File: config.mk
export PLATFORM = sky130hd
export DESIGN_NAME = quad_mem_arbiter
export DESIGN_NICKNAME = d
export VERILOG_FILES = /design/src/rtl/quad_mem_arbiter_pkg.sv /design/src/rtl/quad_mem_arbiter_rr_arbiter4.sv /design/src/rtl/quad_mem_arbiter.sv
export SDC_FILE = /design/constraint.sdc
export NUM_CORES = 1
export LEC_CHECK = 0
export CORE_AREA = 2 2 264 266
export DETAILED_ROUTE_END_ITERATION = 8
export DIE_AREA = 0 0 266 268
export PLACE_DENSITY_LB_ADDON = 0.1
export REMOVE_ABC_BUFFERS = 1
export SKIP_LAST_GASP = 1
export SLEW_MARGIN = 25
export SYNTH_ARGS = -nofsm -noshare
export SYNTH_HDL_FRONTEND = slang
export SYNTH_SLANG_ARGS = --single-unit
File: constraint.sdc
create_clock -name Clock -period 25.4 [get_ports Clock]
set_clock_uncertainty 0.05 [all_clocks]
set_input_delay 5.08 -clock Clock [delete_from_list [all_inputs] [get_ports Clock]]
set_output_delay 5.08 -clock Clock [all_outputs]
set_load 0.02 [all_outputs]
File: src/rtl/quad_mem_arbiter_pkg.sv
// quad_mem_arbiter_pkg
// Shared types and constants for the quad-core shared-memory arbiter.
//   arbStateT  : arbiter FSM states (idle, request outstanding, turnaround)
//   coreIdxT   : 2-bit core index, wraps naturally for round-robin math
//   DEFAULT_TIMEOUT : default REQ-state cycle budget before an abort
package quad_mem_arbiter_pkg;

   typedef enum logic [1:0] {
      ST_IDLE = 2'd0,
      ST_REQ  = 2'd1,
      ST_DONE = 2'd2
   } arbStateT;

   typedef logic [1:0] coreIdxT;

   localparam int DEFAULT_TIMEOUT = 16;

endpackage

File: src/rtl/quad_mem_arbiter_rr_arbiter4.sv
// rr_arbiter4
// Combinational 4-way round-robin picker. The search starts at i_ptr and
// walks upward with 2-bit wrap; the first requesting core wins.
//   i_req   : pending request per core (bit 0 = core 1)
//   i_ptr   : highest-priority core index for this pick
//   o_grant : one-hot grant, all zero when nothing is requested
//   o_idx   : encoded index of the granted core (i_ptr when nothing granted)
module rr_arbiter4
   import quad_mem_arbiter_pkg::*;
(
   input  logic [3:0] i_req,
   input  coreIdxT    i_ptr,
   output logic [3:0] o_grant,
   output coreIdxT    o_idx
);

   coreIdxT w_cand;

   // Walk offsets from farthest to nearest so the candidate closest to
   // i_ptr overwrites any earlier hit and ends up as the winner.
   always_comb begin
      o_grant = '0;
      o_idx   = i_ptr;
      w_cand  = i_ptr;
      for (int i = 3; i >= 0; i--) begin
         w_cand = i_ptr + coreIdxT'(i);
         if (i_req[w_cand]) begin
            o_grant         = '0;
            o_grant[w_cand] = 1'b1;
            o_idx           = w_cand;
         end
      end
   end

endmodule

File: src/rtl/quad_mem_arbiter.sv
// quad_mem_arbiter
// Watches four core buses, holds one request slot per core, and serialises
// the slots onto one memory port with round-robin fairness.
//   Clock, nReset            : rising-edge clock, synchronous active-low reset
//   Sysbus*, nME*, nALE*, RnW*: per-core bus and strobes (observed only)
//   Data_in*, Wait*          : per-core registered read data and stall flag
//   BusErr                   : sticky per-core timeout flag (bit 0 = core 1)
//   MemAddr/MemWData/MemWrite/MemReq : memory request port, held during REQ
//   MemRData/MemAck          : memory response
module quad_mem_arbiter
   import quad_mem_arbiter_pkg::*;
#(
   parameter int ADDR_W  = 16,
   parameter int DATA_W  = 64,
   parameter int TIMEOUT = DEFAULT_TIMEOUT
) (
   input  logic              Clock,
   input  logic              nReset,
   input  logic [DATA_W-1:0] Sysbus,
   input  logic [DATA_W-1:0] Sysbus2,
   input  logic [DATA_W-1:0] Sysbus3,
   input  logic [DATA_W-1:0] Sysbus4,
   input  logic              nME,
   input  logic              nME2,
   input  logic              nME3,
   input  logic              nME4,
   input  logic              nALE,
   input  logic              nALE2,
   input  logic              nALE3,
   input  logic              nALE4,
   input  logic              RnW,
   input  logic              RnW2,
   input  logic              RnW3,
   input  logic              RnW4,
   output logic [DATA_W-1:0] Data_in,
   output logic [DATA_W-1:0] Data_in2,
   output logic [DATA_W-1:0] Data_in3,
   output logic [DATA_W-1:0] Data_in4,
   output logic              Wait,
   output logic              Wait2,
   output logic              Wait3,
   output logic              Wait4,
   output logic [3:0]        BusErr,
   output logic [ADDR_W-1:0] MemAddr,
   output logic [DATA_W-1:0] MemWData,
   output logic              MemWrite,
   output logic              MemReq,
   input  logic [DATA_W-1:0] MemRData,
   input  logic              MemAck
);

   logic [DATA_W-1:0] w_sysbus [4];
   logic [3:0]        w_nMe;
   logic [3:0]        w_nAle;
   logic [3:0]        w_rnw;

   logic [ADDR_W-1:0] r_addr   [4];
   logic [DATA_W-1:0] r_wdata  [4];
   logic [DATA_W-1:0] r_dataIn [4];
   logic [3:0]        r_rnw;
   logic [3:0]        r_addrPh;
   logic [3:0]        r_pend;
   logic [3:0]        r_wait;
   logic [3:0]        r_busErr;

   arbStateT          r_state;
   arbStateT          w_nextState;
   coreIdxT           r_ptr;
   coreIdxT           r_winner;
   logic [7:0]        r_count;
   logic [ADDR_W-1:0] r_memAddr;
   logic [DATA_W-1:0] r_memWData;
   logic              r_memWrite;
   logic              r_memReq;

   logic [3:0]        w_grant;
   coreIdxT           w_idx;
   logic              w_timeout;
   logic              w_finish;

   assign w_sysbus[0] = Sysbus;
   assign w_sysbus[1] = Sysbus2;
   assign w_sysbus[2] = Sysbus3;
   assign w_sysbus[3] = Sysbus4;
   assign w_nMe       = {nME4, nME3, nME2, nME};
   assign w_nAle      = {nALE4, nALE3, nALE2, nALE};
   assign w_rnw       = {RnW4, RnW3, RnW2, RnW};

   assign Data_in  = r_dataIn[0];
   assign Data_in2 = r_dataIn[1];
   assign Data_in3 = r_dataIn[2];
   assign Data_in4 = r_dataIn[3];
   assign {Wait4, Wait3, Wait2, Wait} = r_wait;
   assign BusErr   = r_busErr;
   assign MemAddr  = r_memAddr;
   assign MemWData = r_memWData;
   assign MemWrite = r_memWrite;
   assign MemReq   = r_memReq;

   rr_arbiter4 u_rrArb (
      .i_req   (r_pend),
      .i_ptr   (r_ptr),
      .o_grant (w_grant),
      .o_idx   (w_idx)
   );

   // An ack always wins over a timeout that would expire on the same edge.
   assign w_timeout = (r_state == ST_REQ) && !MemAck && (r_count == 8'(TIMEOUT - 1));
   assign w_finish  = (r_state == ST_REQ) && (MemAck || w_timeout);

   // Per-core slot: address phase -> data phase -> pending -> served.
   // A slot is busy from address phase until completion, so a new address
   // phase on a busy slot is simply not looked at.
   always_ff @(posedge Clock) begin
      if (!nReset) begin
         for (int k = 0; k < 4; k++) begin
            r_addr[k]   <= '0;
            r_wdata[k]  <= '0;
            r_dataIn[k] <= '0;
         end
         r_rnw    <= '0;
         r_addrPh <= '0;
         r_pend   <= '0;
         r_wait   <= '0;
         r_busErr <= '0;
      end else begin
         for (int k = 0; k < 4; k++) begin
            if (w_finish && (r_winner == coreIdxT'(k))) begin
               r_pend[k] <= 1'b0;
               r_wait[k] <= 1'b0;
               if (w_timeout) begin
                  r_dataIn[k] <= '1;
                  r_busErr[k] <= 1'b1;
               end else if (r_rnw[k]) begin
                  r_dataIn[k] <= MemRData;
               end
            end else if (!r_addrPh[k] && !r_pend[k]) begin
               if (!w_nMe[k] && !w_nAle[k]) begin
                  r_addr[k]   <= w_sysbus[k][ADDR_W-1:0];
                  r_rnw[k]    <= w_rnw[k];
                  r_addrPh[k] <= 1'b1;
                  r_wait[k]   <= 1'b1;
                  r_busErr[k] <= 1'b0;
               end
            end else if (r_addrPh[k]) begin
               if (w_nMe[k]) begin
                  r_addrPh[k] <= 1'b0;
                  r_wait[k]   <= 1'b0;
               end else if (w_nAle[k]) begin
                  if (!r_rnw[k]) begin
                     r_wdata[k] <= w_sysbus[k];
                  end
                  r_addrPh[k] <= 1'b0;
                  r_pend[k]   <= 1'b1;
               end
            end
         end
      end
   end

   // FSM state register plus the memory-port registers it owns. The port
   // is loaded once on grant and left alone for the whole REQ phase.
   always_ff @(posedge Clock) begin
      if (!nReset) begin
         r_state    <= ST_IDLE;
         r_ptr      <= '0;
         r_winner   <= '0;
         r_count    <= '0;
         r_memAddr  <= '0;
         r_memWData <= '0;
         r_memWrite <= 1'b0;
         r_memReq   <= 1'b0;
      end else begin
         r_state <= w_nextState;
         case (r_state)
            ST_IDLE: begin
               if (|w_grant) begin
                  r_winner   <= w_idx;
                  r_memAddr  <= r_addr[w_idx];
                  r_memWData <= r_wdata[w_idx];
                  r_memWrite <= !r_rnw[w_idx];
                  r_memReq   <= 1'b1;
                  r_count    <= '0;
               end
            end
            ST_REQ: begin
               if (w_finish) begin
                  r_memReq <= 1'b0;
               end else begin
                  r_count <= r_count + 8'd1;
               end
            end
            ST_DONE: begin
               r_ptr <= r_winner + coreIdxT'(1);
            end
            default: ;
         endcase
      end
   end

   // Next-state logic; the DONE cycle is an unconditional turnaround.
   always_comb begin
      w_nextState = r_state;
      case (r_state)
         ST_IDLE: if (|w_grant) w_nextState = ST_REQ;
         ST_REQ:  if (w_finish) w_nextState = ST_DONE;
         ST_DONE: w_nextState = ST_IDLE;
         default: w_nextState = ST_IDLE;
      endcase
   end

endmodule

After elaboration in Yosys (flattened, before gate mapping)
Memory sizes are Yosys's and may differ from the RTL's. A register that Yosys moved wholly into a read port is not among the register bits.
Cells that the tools add are included.
{"block": "classes", "addsub": 5, "n_lt_le_gt_ge": 9, "n_eq_ne": 17, "muxes": 182, "n_bitwise": 29, "n_reduce_logical": 88}
{"operator": "64-bit 2-to-1 mux", "n": 12}
{"operator": "1-bit 2-to-1 mux", "n": 142}
{"operator": "16-bit 2-to-1 mux", "n": 4}
{"operator": "3-bit AND reduction", "n": 14}
{"operator": "2-bit nonzero test", "n": 17}
{"operator": "1-bit zero test", "n": 20}
{"operator": "1-bit logical AND", "n": 19}
{"operator": "4-bit 2-to-1 mux", "n": 4}
{"operator": "8-bit 2-to-1 mux", "n": 2}
{"operator": "1-bit OR", "n": 16}
{"operator": "8-bit case mux with 2 select lines", "n": 1}
{"operator": "4-bit AND reduction", "n": 4}
{"operator": "2-bit by 3-bit less-than comparator with 1-bit output (second input constant)", "n": 5}
{"operator": "2-bit != test (second input constant)", "n": 7}
{"operator": "1-bit NOT", "n": 13}
{"operator": "2-bit 2-to-1 mux", "n": 6}
{"operator": "2-bit AND reduction", "n": 6}
{"operator": "1-bit binary-select mux with 2-bit select", "n": 5}
{"operator": "8-bit by 1-bit adder with 8-bit output (second input constant)", "n": 1}
{"operator": "1-bit demux with 2-bit select", "n": 4}
{"operator": "8-bit by 4-bit == test with 1-bit output (second input constant)", "n": 1}
{"operator": "2-bit by 1-bit >= comparator with 1-bit output (second input constant)", "n": 4}
{"operator": "2-bit by 1-bit != test with 1-bit output (second input constant)", "n": 4}
{"operator": "2-bit OR reduction", "n": 4}
{"operator": "other kinds (9)", "n": 15}
{"block": "word_totals", "register_bits": 36, "mem_bits_rw": 576, "in_bits": 335, "wordCells": 359, "memories": 3}
{"name": "r_dataIn", "words": 4, "width": 64, "read_ports": 4, "rd_clocked_by_memory_dff": 0, "write_ports": 4, "line_no": "quad_mem_arbiter.sv:59", "rtl": "logic [DATA_W-1:0] r_dataIn [4];"}
{"name": "r_wdata", "words": 4, "width": 64, "read_ports": 1, "rd_clocked_by_memory_dff": 1, "write_ports": 4, "line_no": "quad_mem_arbiter.sv:58", "rtl": "logic [DATA_W-1:0] r_wdata [4];"}
{"name": "r_addr", "words": 4, "width": 16, "read_ports": 1, "rd_clocked_by_memory_dff": 1, "write_ports": 4, "line_no": "quad_mem_arbiter.sv:57", "rtl": "logic [ADDR_W-1:0] r_addr [4];"}

Logic depth before layout (Yosys ltp)
Gate-level depths: netlist (run 1).
{"block": "logic_depth", "word_depth": 12, "mapped_depth": 14, "depth_no_buf": 8}

Modules after synthesis
A second synthesis (run 1) with hierarchy kept.
{"block": "unflattened", "cells_unflattened": 1995, "area_unflattened_um2": 28717.5}
{"module": "quad_mem_arbiter", "n_inst": 1, "cells_per_inst": 1937, "area_per_inst_um2": 28204.6, "seq_area_each_um2": 19618.8}
{"module": "rr_arbiter4", "n_inst": 1, "cells_per_inst": 58, "area_per_inst_um2": 513.0, "seq_area_each_um2": 0.0}

Least setup slack after synthesis (run 1)
OpenSTA, ideal clock, no wires.
{"block": "synth_timing", "path_type": "input-to-reg", "from": "input MemAck", "to": "memory r_wdata[0][0], enable pin", "setup_ps": 661, "arrival_time_ps": 12166, "setup_slack_ps": 12522, "stages": 4, "path_cell_list": "a41o_1 and3_1 clkbuf_1 o41ai_1"}
{"item": "from (decl)", "line_no": "quad_mem_arbiter.sv:49", "rtl": "input logic MemAck"}
{"item": "to (decl)", "line_no": "quad_mem_arbiter.sv:58"}

==> run_summary.xml, run 1 <==
<?xml version="1.0" encoding="UTF-8"?>
<metrics>
  <group name="logic_synthesis">
    <metric name="synth_compound_gate_area_share" unit="%">8.04</metric>
    <metric name="post-synth-top-area-fraction" unit="%">60.3</metric>
    <metric name="yosysUniqueCellTypes" unit="">58</metric>
    <metric name="synth_area_per_cell" unit="µm²">12.2</metric>
    <metric name="ys_top_cells_by_count" unit="">576 x edfxtp_1, 424 x nor2_1, 322 x and2_1</metric>
    <metric name="muxShareOfSynthArea" unit="%">0.458</metric>
    <metric name="synth_sequential_area_ratio" unit="%">68.4</metric>
    <metric name="yosysWarningCount" unit="">0</metric>
    <metric name="largest_family_of_logic_cells_by_synthesized_area" unit="">simple AND/OR/NAND/NOR gates</metric>
    <metric name="synthFlopType" unit="">edfxtp_1</metric>
    <metric name="yosys.area_share.adder" unit="%">0.524</metric>
    <metric name="netlist_area" unit="µm²">28700</metric>
    <metric name="synthXorXnorAreaFrac" unit="%">0</metric>
    <metric name="post_synth_inst_count" unit="">2342</metric>
    <metric name="post-synth-top-count-cell" unit="">edfxtp_1</metric>
    <metric name="total_of_flip_flops_plus_latches_after_synthesis" unit="">692</metric>
    <metric name="cell_type_contributing_the_most_total_cell_area_after_synthesis" unit="">edfxtp_1</metric>
    <metric name="synth-edff-count" unit="">576</metric>
    <metric name="yosys-top-cells-area" unit="">edfxtp_1 60%, dfxtp_1 8.1%, and2_1 7.0%</metric>
    <metric name="synth-simple-area-share" unit="%">19.6</metric>
    <metric name="synthArstFlopShare" unit="%">0</metric>
  </group>
  <group name="clock_tree">
    <metric name="cts_repair_resize_count" unit="">0</metric>
    <metric name="clock-sinks" unit="">692</metric>
    <metric name="numCtsBuffers" unit="">74</metric>
    <metric name="tritoncts" unit="">done</metric>
    <metric name="clock_path_buffers" unit="">3</metric>
    <metric name="postCtsSetupBuffers" unit="">0</metric>
    <metric name="path_clk_slew" unit="ps">60</metric>
    <metric name="cts-hold-fix-buffers" unit="">0</metric>
    <metric name="cts-root-buf" unit="">clkbuf_16</metric>
    <metric name="clk-insertion-delay-late" unit="ps">620</metric>
    <metric name="htreeDepth" unit="">3</metric>
  </group>
  <group name="power_and_ir_drop">
    <metric name="power.total" unit="mW">2.59</metric>
    <metric name="power.sequential.fraction" unit="%">50.0</metric>
    <metric name="switching_share" unit="%">24.0</metric>
    <metric name="clock_power_share" unit="%">39.8</metric>
    <metric name="p_int" unit="mW">1.97</metric>
    <metric name="combPwrFrac" unit="%">10.2</metric>
    <metric name="power.density" unit="nW/µm²">67.1</metric>
    <metric name="cellLeakagePower" unit="nW">15.0</metric>
    <metric name="vdd.ir_drop.worst" unit="mV">0.0373</metric>
    <metric name="power.net_switching" unit="µW">622</metric>
  </group>
  <group name="die">
    <metric name="design.core.area" unit="µm²">68200</metric>
    <metric name="rows" unit="">96</metric>
    <metric name="fp.dieW" unit="µm">266</metric>
    <metric name="initial_core_util" unit="%">42.0</metric>
    <metric name="io_pins" unit="">681</metric>
    <metric name="dieHeight" unit="µm">268</metric>
    <metric name="die_area" unit="µm²">71300</metric>
  </group>
  <group name="grt">
    <metric name="grt_first_pass_wirelength" unit="µm">137000</metric>
    <metric name="grt_util_all_layers" unit="%">25.7</metric>
    <metric name="first_global_vias" unit="">20900</metric>
    <metric name="grt_max_degree" unit="">106</metric>
    <metric name="antenna_found_initial" unit="">33</metric>
    <metric name="grt_overflow_total" unit="">0</metric>
  </group>
  <group name="timing">
    <metric name="max_clock_freq" unit="GHz">0.122</metric>
    <metric name="slew_viol_final" unit="">0</metric>
    <metric name="timing.final.crit_period" unit="ps">8170</metric>
    <metric name="report.final.setup_viol" unit="">0</metric>
    <metric name="rsz0062_at_grt" unit="">no</metric>
    <metric name="final-hold-violation-count" unit="">0</metric>
    <metric name="setup_tns" unit="ps">0</metric>
    <metric name="worst_tran_pin_value" unit="ps">1070</metric>
    <metric name="period_share" unit="%">32.2</metric>
    <metric name="slew-limit-headroom" unit="%">28.6</metric>
  </group>
  <group name="routing">
    <metric name="route.layer.met1.wl" unit="µm">36600</metric>
    <metric name="drt_first_iter_violations" unit="">1881</metric>
    <metric name="remaining_drc_errors" unit="">0</metric>
    <metric name="detail_route.wl_per_cell" unit="µm">24.3</metric>
    <metric name="vias_per_cell" unit="">5.43</metric>
    <metric name="detail-route-antenna-nets" unit="">0</metric>
    <metric name="route.met3.wl" unit="µm">7740</metric>
    <metric name="detailroute.wirelength.met2" unit="µm">47600</metric>
    <metric name="dr.pass1.iters" unit="">5</metric>
    <metric name="wirelength" unit="µm">95200</metric>
    <metric name="dr.max_layer_used" unit="">met5</metric>
    <metric name="via_count" unit="">21300</metric>
  </group>
  <group name="setup_path">
    <metric name="critical_path.max_fanout" unit="">65</metric>
    <metric name="worstPathRequired" unit="ps">25570</metric>
    <metric name="critical_path_arrival" unit="ps">8340</metric>
    <metric name="cp_endpoint_kind" unit="">register</metric>
    <metric name="critical-path-top-cell-by-count" unit="">buf_4</metric>
    <metric name="timing.setup.critical_path_class" unit="">primary input to register</metric>
    <metric name="worst_path_max_stage_delay" unit="ps">780</metric>
    <metric name="crit_path_top_delay_cell" unit="">nand2_4</metric>
    <metric name="cp-start-kind" unit="">primary input</metric>
    <metric name="timing.critical_path.cells" unit="">clkdlybuf4s50_1, buf_4, clkinv_1, nor3_1, o211ai_1, buf_4, nand2_4</metric>
  </group>
  <group name="place">
    <metric name="gp_routability_congestion" unit="">0.820</metric>
    <metric name="placedCellCount" unit="">3760</metric>
    <metric name="hpwl" unit="µm">60500</metric>
    <metric name="port_buffers" unit="">680</metric>
  </group>
  <group name="status">
    <metric name="run_status" unit="">completed</metric>
  </group>
  <group name="cells_and_area">
    <metric name="layout_stage_area_growth_over_the_synthesis_result" unit="%">34.5</metric>
    <metric name="layout-drive-gt1-share" unit="%">5.90</metric>
    <metric name="final_cells" unit="">3917</metric>
    <metric name="nNetsFinal" unit="">3302</metric>
  </group>
  <group name="flow_run">
    <metric name="max-cap-violations" unit="">0</metric>
  </group>
  <group name="worst_hold_path">
    <metric name="hp-class" unit="">register to register</metric>
  </group>
</metrics>
[sequential cells by signal (all words and copies together), names as in the netlist]
register	flops
r_dataIn	256
r_wdata	256
MemWData	64
r_addr	64
MemAddr	16
r_count	8
BusErr	4
r_addrPh	4
r_pend	4
r_rnw	4
r_wait	4
r_ptr	2
r_state	2
r_winner	2
MemReq	1
MemWrite	1
[cell type report]
type                            count  area, µm²
Timing Repair Buffer              720       7120
Multi-Input combinational cell   1451       8360
Sequential cell                   692      19600
Antenna cell                       20       50.0
Tap cell                          882       1100
Clock buffer                      106       2040
Inverter                           16       60.1
Fill cell                        5597      29600
Clock inverter                     30        230
[stage by stage]
step                hold slack [ps]  setup slack [ps]  util (%)  instance area (µm²)
floorplan                       415             12600         -                27900
global placement                380             16820      53.1                36200
detailed placement              391             16670      53.1                36200
CTS                             406             17270      56.4                38500
global route                    423             16930      56.5                38600
finish                          405             17230      56.6                38600
[routing by layer]
layer,vias to the layer above,GRT usage (%)
li1,9672,-
met1,10500,31.1
met2,903,44.2
met3,184,6.52
met4,32,10.1
met5,-,0
[worst max-delay path: cells and delay by family]
family / cells / cell delay (ps)
and+or+nand+nor: 2 / 1370
buffers and inverters: 4 / 1580
AOI/OAI and AO/OA: 1 / 200
[final timing paths]
check / startpoint / endpoint / slack, ps / depth (start not counted)
worst max-delay path: nReset / r_dataIn[2][28] / 17230 / 7
worst min-delay path: MemAddr[12] / MemAddr[12] / 400 / 2
worst max register to register: r_ptr[0] / MemWData[47] / 19710 / 10
worst min register to register: MemAddr[12] / MemAddr[12] / 400 / 2
[cell usage in the layout (no fill, tap or decap), types with 5 or more instances in the layout]
master / n
clkdlybuf4s50_1: 680
edfxtp_1: 576
nor2_1: 424
and2_1: 321
nor3_1: 162
dfxtp_1: 116
nand2_1: 97
and3_1: 86
a211oi_1: 80
o41ai_1: 78
clkbuf_16: 75
a21o_1: 65
buf_4: 35
clkbuf_1: 26
diode_2: 20
a21oi_1: 20
inv_1: 15
ha_1: 12
clkinv_1: 11
clkinv_2: 10
o21ai_0: 9
nand3_1: 8
nor4_1: 7
nand2b_1: 6
o211ai_1: 5
o41ai_2: 5
clkbuf_8: 5
[power by group through the flow]
stage | clock, mW | combinational [mW] | sequential, mW
global route | 1.09 | 0.279 | 1.30
finish | 1.03 | 0.265 | 1.29
detailed placement | 0 | 0.267 | 1.32
floorplan | 0 | 0.0737 | 1.35
global placement | 0 | 0.264 | 1.32
CTS | 1.04 | 0.267 | 1.29
[cells by family after synthesis]
kind of cell,after synthesis
compound gates,294
fa+ha+maj,12
flops,692
buf+inv,199
mux,8
simple gates,1137
Note: power is estimated with default switching activity, not from simulation.
==> run 2: changes to the inputs <==
==> constraint.sdc (replaced) <==
create_clock -name Clock -period 7.55 [get_ports Clock]
set_clock_uncertainty 0.05 [all_clocks]
set_input_delay 1.51 -clock Clock [delete_from_list [all_inputs] [get_ports Clock]]
set_output_delay 1.51 -clock Clock [all_outputs]
set_load 0.02 [all_outputs]
==> run 2 against run 1 <==
Against the previous run:
- hold slack got worse by 1.0 ps
- first-iteration DRC count rose by 17%
- setup slack got worse by 15000 ps
- cell area barely moved
- sequential cell count did not move
- sequential power rose to 3.4 times the previous value
- die area did not move
- global-route usage rose by 0.11 points
==> run_summary.xml, run 2 (same netlist as run 1, synthesis figures left out) <==
<?xml version="1.0" encoding="UTF-8"?>
<metrics>
  <group name="status">
    <metric name="run_status" unit="">completed</metric>
  </group>
  <group name="cells_and_area">
    <metric name="fill_cells" unit="">5656</metric>
    <metric name="design_area" unit="µm²">38600</metric>
    <metric name="sequential_cell_area" unit="µm²">19600</metric>
    <metric name="top_regs" unit="">r_dataIn (256), r_wdata (256)</metric>
    <metric name="layout-drive-gt1-share" unit="%">6.08</metric>
    <metric name="nNetsFinal" unit="">3299</metric>
    <metric name="final_cells" unit="">3905</metric>
    <metric name="layout_commonest_cell" unit="">clkdlybuf4s50_1</metric>
    <metric name="layout_stage_area_growth_over_the_synthesis_result" unit="%">34.6</metric>
    <metric name="final_cell_mix" unit="">680 x clkdlybuf4s50_1, 576 x edfxtp_1, 424 x nor2_1</metric>
    <metric name="multi_input_area" unit="µm²">8360</metric>
  </group>
  <group name="grt">
    <metric name="grt_first_pass_wirelength" unit="µm">137000</metric>
    <metric name="antenna_found_initial" unit="">29</metric>
    <metric name="first_global_vias" unit="">21100</metric>
    <metric name="grt_max_degree" unit="">105</metric>
    <metric name="grt_overflow_total" unit="">0</metric>
    <metric name="grt_util_all_layers" unit="%">25.8</metric>
  </group>
  <group name="timing">
    <metric name="worst_tran_pin_value" unit="ps">1110</metric>
    <metric name="period_share" unit="%">68.1</metric>
    <metric name="report.final.setup_viol" unit="">0</metric>
    <metric name="final-hold-violation-count" unit="">0</metric>
    <metric name="max_clock_freq" unit="GHz">0.195</metric>
    <metric name="slew-limit-headroom" unit="%">25.9</metric>
    <metric name="slew_viol_final" unit="">0</metric>
    <metric name="rsz0062_at_grt" unit="">no</metric>
    <metric name="timing.final.crit_period" unit="ps">5140</metric>
  </group>
  <group name="worst_hold_path">
    <metric name="min_delay_path_depth" unit="">2</metric>
    <metric name="hold_path_end" unit="">MemAddr[15]</metric>
    <metric name="hp-class" unit="">register to register</metric>
    <metric name="start_point_of_the_worst_hold_path" unit="">MemAddr[15]</metric>
  </group>
  <group name="power_and_ir_drop">
    <metric name="cellLeakagePower" unit="nW">15.0</metric>
    <metric name="power.density" unit="nW/µm²">227</metric>
    <metric name="vdd.ir_drop.worst" unit="mV">0.139</metric>
  </group>
  <group name="setup_path">
    <metric name="cp-start-kind" unit="">register</metric>
    <metric name="worst-r2r-cell-count" unit="">10</metric>
    <metric name="worstPathRequired" unit="ps">7980</metric>
    <metric name="rrSetupSlack" unit="ps">2410</metric>
    <metric name="critical_path.max_fanout" unit="">83</metric>
    <metric name="cp_endpoint_kind" unit="">register</metric>
    <metric name="critical_register_to_register_path_endpoint" unit="">MemWData[55]</metric>
    <metric name="timing.setup.critical_path_class" unit="">register to register</metric>
    <metric name="critical_path_arrival" unit="ps">5580</metric>
    <metric name="crit-reg2reg-launch" unit="">r_ptr[0]</metric>
  </group>
  <group name="clock_tree">
    <metric name="tritoncts" unit="">done</metric>
    <metric name="cts-root-buf" unit="">clkbuf_16</metric>
    <metric name="clock-sinks" unit="">692</metric>
    <metric name="htreeDepth" unit="">3</metric>
    <metric name="postCtsSetupBuffers" unit="">0</metric>
    <metric name="numCtsBuffers" unit="">74</metric>
    <metric name="clk-insertion-delay-late" unit="ps">610</metric>
    <metric name="path_clk_slew" unit="ps">60</metric>
    <metric name="cts_repair_resize_count" unit="">0</metric>
    <metric name="clock_path_buffers" unit="">3</metric>
    <metric name="cts-hold-fix-buffers" unit="">0</metric>
  </group>
  <group name="place">
    <metric name="port_buffers" unit="">680</metric>
    <metric name="dpl_cell_area" unit="µm²">36200</metric>
    <metric name="gp_routability_congestion" unit="">0.824</metric>
    <metric name="hpwl" unit="µm">60700</metric>
    <metric name="placedCellCount" unit="">3757</metric>
  </group>
  <group name="routing">
    <metric name="route.met3.wl" unit="µm">7320</metric>
    <metric name="dr.max_layer_used" unit="">met5</metric>
    <metric name="detailroute.wirelength.met2" unit="µm">48100</metric>
    <metric name="wirelength" unit="µm">94900</metric>
    <metric name="remaining_drc_errors" unit="">0</metric>
    <metric name="drt_first_iter_violations" unit="">2202</metric>
    <metric name="vias_per_cell" unit="">5.43</metric>
    <metric name="route.layer.met1.wl" unit="µm">36800</metric>
    <metric name="detail-route-antenna-nets" unit="">0</metric>
    <metric name="detail_route.wl_per_cell" unit="µm">24.3</metric>
    <metric name="dr.pass1.iters" unit="">5</metric>
    <metric name="via_count" unit="">21200</metric>
  </group>
  <group name="die">
    <metric name="dieHeight" unit="µm">268</metric>
    <metric name="io_pins" unit="">681</metric>
    <metric name="fp.dieW" unit="µm">266</metric>
    <metric name="rows" unit="">96</metric>
    <metric name="initial_core_util" unit="%">42.0</metric>
    <metric name="design.core.area" unit="µm²">68200</metric>
    <metric name="die_area" unit="µm²">71300</metric>
  </group>
  <group name="flow_run">
    <metric name="max-cap-violations" unit="">0</metric>
  </group>
</metrics>
==> run 2: through the flow <==
stage	util, %	setup slack [ps]	hold slack [ps]	TNS (ps)	power, mW
2_1_floorplan	-	-1680	415	-319080	4.78
3_3_place_gp	53.1	2030	382	0	5.31
3_5_place_dp	53.1	1900	394	0	5.33
4_1_cts	56.5	2320	409	0	8.84
5_1_grt	56.6	2080	433	0	9.05
6_report	56.6	2410	403	0	8.78
==> run 2: worst max path at each step <==
| stage | from | to | slack (ps) | cells after the start |
|---|---|---|---|---|
| detailed placement | nReset | r_dataIn[1][9] | 1900 | 8 |
| floorplan | MemAck | r_wdata[0][0] | -1680 | 3 |
| CTS | r_ptr[0] | MemWData[55] | 2320 | 10 |
| global route | r_ptr[0] | MemWData[55] | 2080 | 10 |
| finish | r_ptr[0] | MemWData[55] | 2410 | 10 |
| global placement | nReset | r_dataIn[1][17] | 2030 | 8 |
==> run 2: power by group <==
group | internal (mW) | total [mW] | switching, mW
Clock | 2.04 | 3.54 | 1.50
Sequential | 4.29 | 4.36 | 0.0654
Combinational | 0.369 | 0.886 | 0.517
Total | 6.70 | 8.78 | 2.08
==> run 2: critical path: stages, from the launching register on <==
cell and delay [ps]:
dfxtp_1 760, inv_1 330, ha_1 490, mux4_2 440, nor2b_4 70, o21ai_4 190, buf_4 770, and2_4 680
buf_4 660, nor3_1 130, o41ai_1 400
==> run 2: final cells by class <==
| class | instances | area share (%) |
|---|---|---|
| antenna | 15 | 0.0972 |
| clock buffer | 97 | 5.28 |
| clock inverter | 35 | 0.736 |
| inverter | 16 | 0.156 |
| multi-input combinational | 1451 | 21.6 |
| sequential | 692 | 50.8 |
| tap | 882 | 2.86 |
| timing repair buffer | 717 | 18.4 |
==> run 2: metal layers <==
layer	global-route usage, %	up-vias
met4	9.58	30
li1	-	9668
met5	0	-
met1	31.9	10400
met3	5.90	156
met2	44.4	895
